$ cat src/rtl/clk_tick_gen_multi_if.sv
// Control/status bundle for the multi-channel tick generator.
// The master drives enables, divisor loads and modes; the slave returns ticks and divisor readback.
`timescale 1ns/1ps
interface clk_tick_gen_multi_if #(
    parameter int NUM_CH = 4,
    parameter int CNT_W  = 29
);
    logic                    en;
    logic                    sync_clr;
    logic [NUM_CH-1:0]       div_load;
    logic [CNT_W-1:0]        div_in;
    logic [NUM_CH-1:0]       mode;
    logic [NUM_CH-1:0]       tick_out;
    logic [NUM_CH*CNT_W-1:0] div_rd;

    modport master (
        output en, sync_clr, div_load, div_in, mode,
        input  tick_out, div_rd
    );

    modport slave (
        input  en, sync_clr, div_load, div_in, mode,
        output tick_out, div_rd
    );
endinterface

$ cat src/rtl/clk_tick_gen_multi.sv
// Multi-channel clock-enable generator: each channel divides clk100MHz by a runtime-loadable
// divisor and presents either a 1-cycle pulse or a 50% square strobe.
`timescale 1ns/1ps
module clk_tick_ch #(
    parameter int CNT_W       = 29,
    parameter int DIV_DEFAULT = 200_000_000,
    parameter bit TEST_MODE   = 1'b0,
    parameter int TEST_DIV    = 8
) (
    input  logic             clk,
    input  logic             rst_n,
    input  logic             i_en,
    input  logic             i_sync_clr,
    input  logic             i_load,
    input  logic [CNT_W-1:0] i_div,
    input  logic             i_mode,
    output logic             o_tick,
    output logic [CNT_W-1:0] o_div
);
    logic [CNT_W-1:0] r_div;
    logic [CNT_W-1:0] r_cnt;
    logic             r_pulse;
    logic             r_sq;
    logic [CNT_W-1:0] w_n;

    assign w_n = TEST_MODE ? CNT_W'(TEST_DIV) : r_div;

    always_ff @(posedge clk or negedge rst_n) begin
        if (!rst_n) begin
            r_div   <= CNT_W'(DIV_DEFAULT);
            r_cnt   <= '0;
            r_pulse <= 1'b0;
            r_sq    <= 1'b0;
        end else if (i_sync_clr) begin
            // Clear wins over counting, but a coincident load is still captured.
            if (i_load) r_div <= i_div;
            r_cnt   <= '0;
            r_pulse <= 1'b0;
            r_sq    <= 1'b0;
        end else if (i_load) begin
            r_div   <= i_div;
            r_cnt   <= '0;
            r_pulse <= 1'b0;
            r_sq    <= 1'b0;
        end else if (!i_en) begin
            r_pulse <= 1'b0;
        end else if (w_n == '0) begin
            r_cnt   <= '0;
            r_pulse <= 1'b0;
            r_sq    <= 1'b0;
        end else if (r_cnt == w_n - CNT_W'(1)) begin
            r_cnt   <= '0;
            r_pulse <= 1'b1;
            r_sq    <= ~r_sq;
        end else begin
            r_cnt   <= r_cnt + CNT_W'(1);
            r_pulse <= 1'b0;
        end
    end

    assign o_tick = i_mode ? r_sq : r_pulse;
    assign o_div  = r_div;
endmodule

module clk_tick_gen_multi #(
    parameter int NUM_CH      = 4,
    parameter int CNT_W       = 29,
    parameter int DIV_DEFAULT = 200_000_000,
    parameter bit TEST_MODE   = 1'b0,
    parameter int TEST_DIV    = 8
) (
    input  logic                  clk100MHz,
    input  logic                  rst_n,
    clk_tick_gen_multi_if.slave   bus
);
    logic [NUM_CH-1:0]            w_tick;
    logic [NUM_CH-1:0][CNT_W-1:0] w_div;

    for (genvar i = 0; i < NUM_CH; i++) begin : g_ch
        clk_tick_ch #(
            .CNT_W      (CNT_W),
            .DIV_DEFAULT(DIV_DEFAULT),
            .TEST_MODE  (TEST_MODE),
            .TEST_DIV   (TEST_DIV)
        ) u_ch (
            .clk       (clk100MHz),
            .rst_n     (rst_n),
            .i_en      (bus.en),
            .i_sync_clr(bus.sync_clr),
            .i_load    (bus.div_load[i]),
            .i_div     (bus.div_in),
            .i_mode    (bus.mode[i]),
            .o_tick    (w_tick[i]),
            .o_div     (w_div[i])
        );
    end

    // Packed [ch][bit] flattens so channel i lands at [i*CNT_W +: CNT_W].
    assign bus.tick_out = w_tick;
    assign bus.div_rd   = w_div;
endmodule
$ cat src/flat_wrapper.sv
// flat-port wrapper written by rule: the top's interface ports become plain ports
module clk_tick_gen_multi_flat 
#(
    parameter int NUM_CH      = 4,
    parameter int CNT_W       = 29,
    parameter int DIV_DEFAULT = 200_000_000,
    parameter bit TEST_MODE   = 1'b0,
    parameter int TEST_DIV    = 8
)
  (clk100MHz, rst_n, bus_en, bus_sync_clr, bus_div_load, bus_div_in, bus_mode, bus_tick_out, bus_div_rd);
  clk_tick_gen_multi_if #(.NUM_CH(NUM_CH), .CNT_W(CNT_W)) bus_i ();
  input  logic clk100MHz;
  input  logic rst_n;
  input wire logic [$bits(bus_i.en)-1:0] bus_en;
  input wire logic [$bits(bus_i.sync_clr)-1:0] bus_sync_clr;
  input wire logic [$bits(bus_i.div_load)-1:0] bus_div_load;
  input wire logic [$bits(bus_i.div_in)-1:0] bus_div_in;
  input wire logic [$bits(bus_i.mode)-1:0] bus_mode;
  output wire logic [$bits(bus_i.tick_out)-1:0] bus_tick_out;
  output wire logic [$bits(bus_i.div_rd)-1:0] bus_div_rd;
  assign bus_i.en = bus_en;
  assign bus_i.sync_clr = bus_sync_clr;
  assign bus_i.div_load = bus_div_load;
  assign bus_i.div_in = bus_div_in;
  assign bus_i.mode = bus_mode;
  assign bus_tick_out = bus_i.tick_out;
  assign bus_div_rd = bus_i.div_rd;
  clk_tick_gen_multi #(.NUM_CH(NUM_CH), .CNT_W(CNT_W), .DIV_DEFAULT(DIV_DEFAULT), .TEST_MODE(TEST_MODE), .TEST_DIV(TEST_DIV)) u_core (.clk100MHz(clk100MHz), .rst_n(rst_n), .bus(bus_i));
endmodule
$ cat config.mk
export PLATFORM = sky130hd
export DESIGN_NAME = clk_tick_gen_multi_flat
export DESIGN_NICKNAME = d
export VERILOG_FILES = /design/src/rtl/clk_tick_gen_multi_if.sv /design/src/rtl/clk_tick_gen_multi.sv /design/src/flat_wrapper.sv
export SDC_FILE = /design/constraint.sdc
export NUM_CORES = 1
export LEC_CHECK = 0
export CORE_MARGIN = 2
export CORE_UTILIZATION = 50
export CTS_CLUSTER_DIAMETER = 200
export DETAILED_ROUTE_END_ITERATION = 12
export PLACE_DENSITY = 0.72
export SLEW_MARGIN = 20
export SYNTH_ARGS = -nofsm -noshare
export SYNTH_HDL_FRONTEND = slang
export SYNTH_SLANG_ARGS = --single-unit
$ cat constraint.sdc
create_clock -name clk100MHz -period 9.52 [get_ports clk100MHz]
set_clock_uncertainty 0.15 [all_clocks]
set_input_delay 1.904 -clock clk100MHz [delete_from_list [all_inputs] [get_ports clk100MHz]]
set_output_delay 1.904 -clock clk100MHz [all_outputs]
set_load 0.02 [all_outputs]
==> metrics.md <==
| Metric | Value |
|---|---|
| Run status | `finished, final reports clean` |
| Multi-input combinational cell area | `0.00828 mm^2` |
| Lkg Pwr | `0.00692 uW` |
| Via count of the first global-routing pass | `12,300` |
| Setup Viol. Count Final | `0` |
| Number of enable-type register cells in the synthesized netlist | `0` |
| Commonest non-fill, non-tap cell in the layout | `sky130_fd_sc_hd__dfrtp_1` |
| Dominant register cell in the synthesized netlist | `sky130_fd_sc_hd__dfrtp_1` |
| Routed wire per std cell | `20.1 um` |
| Count of unresolved DRC violations after routing | `0` |
| Clk Latency, worst-skew pair | `550 ps` |
| Number of hold violations in the final report | `0` |
| Least-Margin Pin Slew | `1020 ps` |
| Yosys warning count | `0` |
| Vert. Die Dim | `176 um` |
| Headroom to the max-slew limit | `31.4%` |
| Count of routing violations after the opening detailed-route iteration | `1,028` |
| Worst Min Path Start | `u_core.g_ch[2].u_ch.r_sq$_DFFE_PN0P_` |
| Count of pins on the block boundary | `161` |
| Remaining antenna violation count | `0` |
| Final critical delay including setup and external delays | `5290 ps` |
| Unrepaired setup endpoints after global routing | `false` |
| Master of the slowest instance on the critical path | `sky130_fd_sc_hd__clkdlybuf4s50_1` |
| H-tree level count | `1` |
| Max-Cap Viols | `0` |
| Site row count | `62` |
| Worst stage delay on the critical path | `540 ps` |
| Number of different library cells in the post-synthesis netlist | `76` |
| Hold endpoint | `u_core.g_ch[2].u_ch.r_sq$_DFFE_PN0P_` |
| RR Startpoint | `u_core.g_ch[0].u_ch.o_div[0]$_DFFE_PN0P_` |
| Number of cells in the finished layout apart from fillers | `2,096` |
| Clk root buf | `sky130_fd_sc_hd__clkbuf_16` |
| Total power draw | `2760 uW` |
| Post-detailed-placement half-perimeter wirelength | `30,800 um` |
| Global Route Usage Sum | `27.1%` |
| Fmax | `189 MHz` |
| Power density normalized to cell area | `157 mW/mm^2` |
| Post-CTS setup buffer count | `0` |
| PortBufs | `160` |
| Area of the die | `0.0309 mm^2` |
| Hold_buf cts | `0` |
| Number of clock sinks | `240` |
| Clock tree from TritonCTS | `yes` |
| Syn avg cell area | `9.50 um^2` |
| Effective utilization at floorplan | `51.2%` |
| R2r worst-path depth | `11` |
| Crit start category | `primary input` |
| Arrival time worst endpoint | `3240 ps` |
| Overall overflow remaining after global route | `0` |
| Top library cells by usage in the layout, fill and taps aside | `192 x sky130_fd_sc_hd__dfrtp_1, 179 x sky130_fd_sc_hd__nor2_1, 159 x sky130_fd_sc_hd__clkdlybuf4s50_1, 130 x sky130_fd_sc_hd__xor2_1, 109 x sky130_fd_sc_hd__nand2_1` |
| Cell count after placement | `2,046` |
| Setup TNS Final | `0 ps` |
| Layout cell share with drive strength beyond 1 | `13.7%` |
| RR Endpoint | `u_core.g_ch[0].u_ch.r_sq$_DFFE_PN0P_` |
| TritonCTS Buffers | `27` |
| Layout overhead on the synthesized area | `18.8%` |
| Critical path cell sequence | `clkdlybuf4s50_1, mux2_2, clkdlybuf4s50_1` |
| Crit Path Class | `in2out` |
| Critical path data required time | `7470 ps` |
| Number of instances on the worst hold path | `1` |
| Number of gates given a new drive strength after cts | `0` |
| Sequential-to-total area share from yosys stat | `41.1%` |
| Global-route wire length before repair | `66,800 um` |
| Fill count | `2,461` |
| Area of the core region | `0.0289 mm^2` |
| Synth Instances | `1,555` |
| Sequential cell area | `0.00607 mm^2` |
| CP dominant cell by count | `sky130_fd_sc_hd__clkdlybuf4s50_1` |
| Total detailed-routing wirelength | `42,100 um` |
| Maximum root-to-sink buffer count | `3` |
| Final GP Congestion | `0.913` |
| Clk pin slew, worst setup/hold paths | `60 ps` |
| Post-layout nets | `1,740` |
| Crit share post-route | `55.6%` |
| Total standard cell area after synthesis | `0.0148 mm^2` |
| Fraction of registers with async set or reset after synthesis | `100%` |
| Count of state elements after synthesis | `240` |
| Die width | `176 um` |
| Worst-case register-to-register setup slack | `4720 ps` |
| Worst ir drop on vdd | `159 uV` |
| Classification of the worst-slack hold path | `reg2reg` |
| Post-synth net total | `1,604` |
| Final Max Tran Viols | `0` |
| Worst-path maximum fanout | `1` |
| Vias post-DR | `12,500` |
| Pin count of the biggest net entering global routing | `110` |
| Number of antenna violations at the first check in global routing | `0` |
| Via density | `5.98` |
| Type of element capturing the critical path | `primary output` |
| Number of iterations in the first detailed-routing pass | `5` |
==> cell type report <==
class | count | share of cell area [%]
multi-input cells | 1212 | 47.2
flip-flops and latches | 240 | 34.6
repair buffers | 171 | 9.62
clock buffers | 42 | 4.45
well taps | 384 | 2.74
inverters | 39 | 0.834
clock inverters | 7 | 0.627
diodes | 1 | 0.0143
==> cell families after synthesis <==
group                      count (synthesis)  share of synthesized area, %
and+or+nand+nor                          671                          23.7
buffers and inverters                    103                          2.92
AOI/OAI and AO/OA                        167                          7.90
DFF                                      240                          41.1
xor gates and xnor gates                 237                          14.1
adders and majority gates                  8                         0.678
muxes                                    129                          9.66
==> synth_stat cells, types with 7 or more instances <==
library cell,count,area share (%)
sky130_fd_sc_hd__inv_1,39,0.99
sky130_fd_sc_hd__and2_1,9,0.38
sky130_fd_sc_hd__nand4_1,32,1.4
sky130_fd_sc_hd__xnor2_1,107,6.3
sky130_fd_sc_hd__xor2_1,130,7.7
sky130_fd_sc_hd__mux2i_1,21,1.4
sky130_fd_sc_hd__or4_1,27,1.4
sky130_fd_sc_hd__or3_1,17,0.72
sky130_fd_sc_hd__nor3_1,53,1.8
sky130_fd_sc_hd__dfstp_2,48,8.5
sky130_fd_sc_hd__nand3_1,79,2.7
sky130_fd_sc_hd__mux2_2,108,8.2
sky130_fd_sc_hd__nor3b_1,8,0.41
sky130_fd_sc_hd__ha_1,8,0.68
sky130_fd_sc_hd__nor4b_1,10,0.59
sky130_fd_sc_hd__clkbuf_1,44,1.1
sky130_fd_sc_hd__nand2_1,109,2.8
sky130_fd_sc_hd__a31oi_1,10,0.42
sky130_fd_sc_hd__nor2b_1,20,0.85
sky130_fd_sc_hd__nor4_1,38,1.6
sky130_fd_sc_hd__dfrtp_1,192,33
sky130_fd_sc_hd__a21o_1,9,0.46
sky130_fd_sc_hd__and4_1,11,0.65
sky130_fd_sc_hd__nand2b_1,11,0.47
sky130_fd_sc_hd__a211oi_1,7,0.36
sky130_fd_sc_hd__and3_1,29,1.2
sky130_fd_sc_hd__o21ai_0,44,1.5
sky130_fd_sc_hd__o211ai_1,7,0.36
sky130_fd_sc_hd__buf_1,7,0.18
sky130_fd_sc_hd__nor2_1,179,4.5
sky130_fd_sc_hd__nand4b_1,8,0.47
sky130_fd_sc_hd__a21oi_1,25,0.85
==> metal layers <==
layer	part of all wire (%)	wire length, um	vias up	track usage (%)
met5	0	0	-	0
met4	2.4	1010	0	6.23
met3	7.4	3130	76	5.58
met2	46	19400	470	43.9
met1	44	18600	6154	37.5
li1	-	-	5833	-
==> through the flow <==
stage	utilization (%)	setup WS, ps	area [um^2]	hold WS [ps]
2_1_floorplan	-	5110	14800	285
3_3_place_gp	57.7	4220	16700	309
3_5_place_dp	57.7	4190	16700	318
4_1_cts	60.8	4230	17500	326
5_1_grt	60.8	4210	17600	354
6_report	60.8	4230	17600	321
==> registers in the layout (all words and copies together), names as in the netlist <==
signal,flops
u_core.g_ch.u_ch.r_cnt,116
u_core.g_ch.u_ch.o_div,116
u_core.g_ch.u_ch.r_sq,4
u_core.g_ch.u_ch.r_pulse,4
==> critical path: cells and delay by family <==
kind / cells / cell delay [ps]
buffers and inverters: 2 / 1000
multiplexers: 1 / 330
==> worst max path at each step <==
stage                 start                                        end  slack (ps)
5_1_grt         bus_mode[1]                            bus_tick_out[1]        4210
6_report        bus_mode[1]                            bus_tick_out[1]        4230
2_1_floorplan   bus_mode[0]                            bus_tick_out[0]        5110
4_1_cts         bus_mode[1]                            bus_tick_out[1]        4230
3_3_place_gp   bus_sync_clr  u_core.g_ch[2].u_ch.r_cnt[28]$_DFFE_PN0P_        4220
3_5_place_dp   bus_sync_clr  u_core.g_ch[2].u_ch.r_cnt[24]$_DFFE_PN0P_        4190
==> where the power goes <==
part	switching, uW	internal (uW)	total (uW)
combinational	270	226	496
clock	418	641	1060
sequential	113	1090	1200
Power figures use the tool's default switching activity.
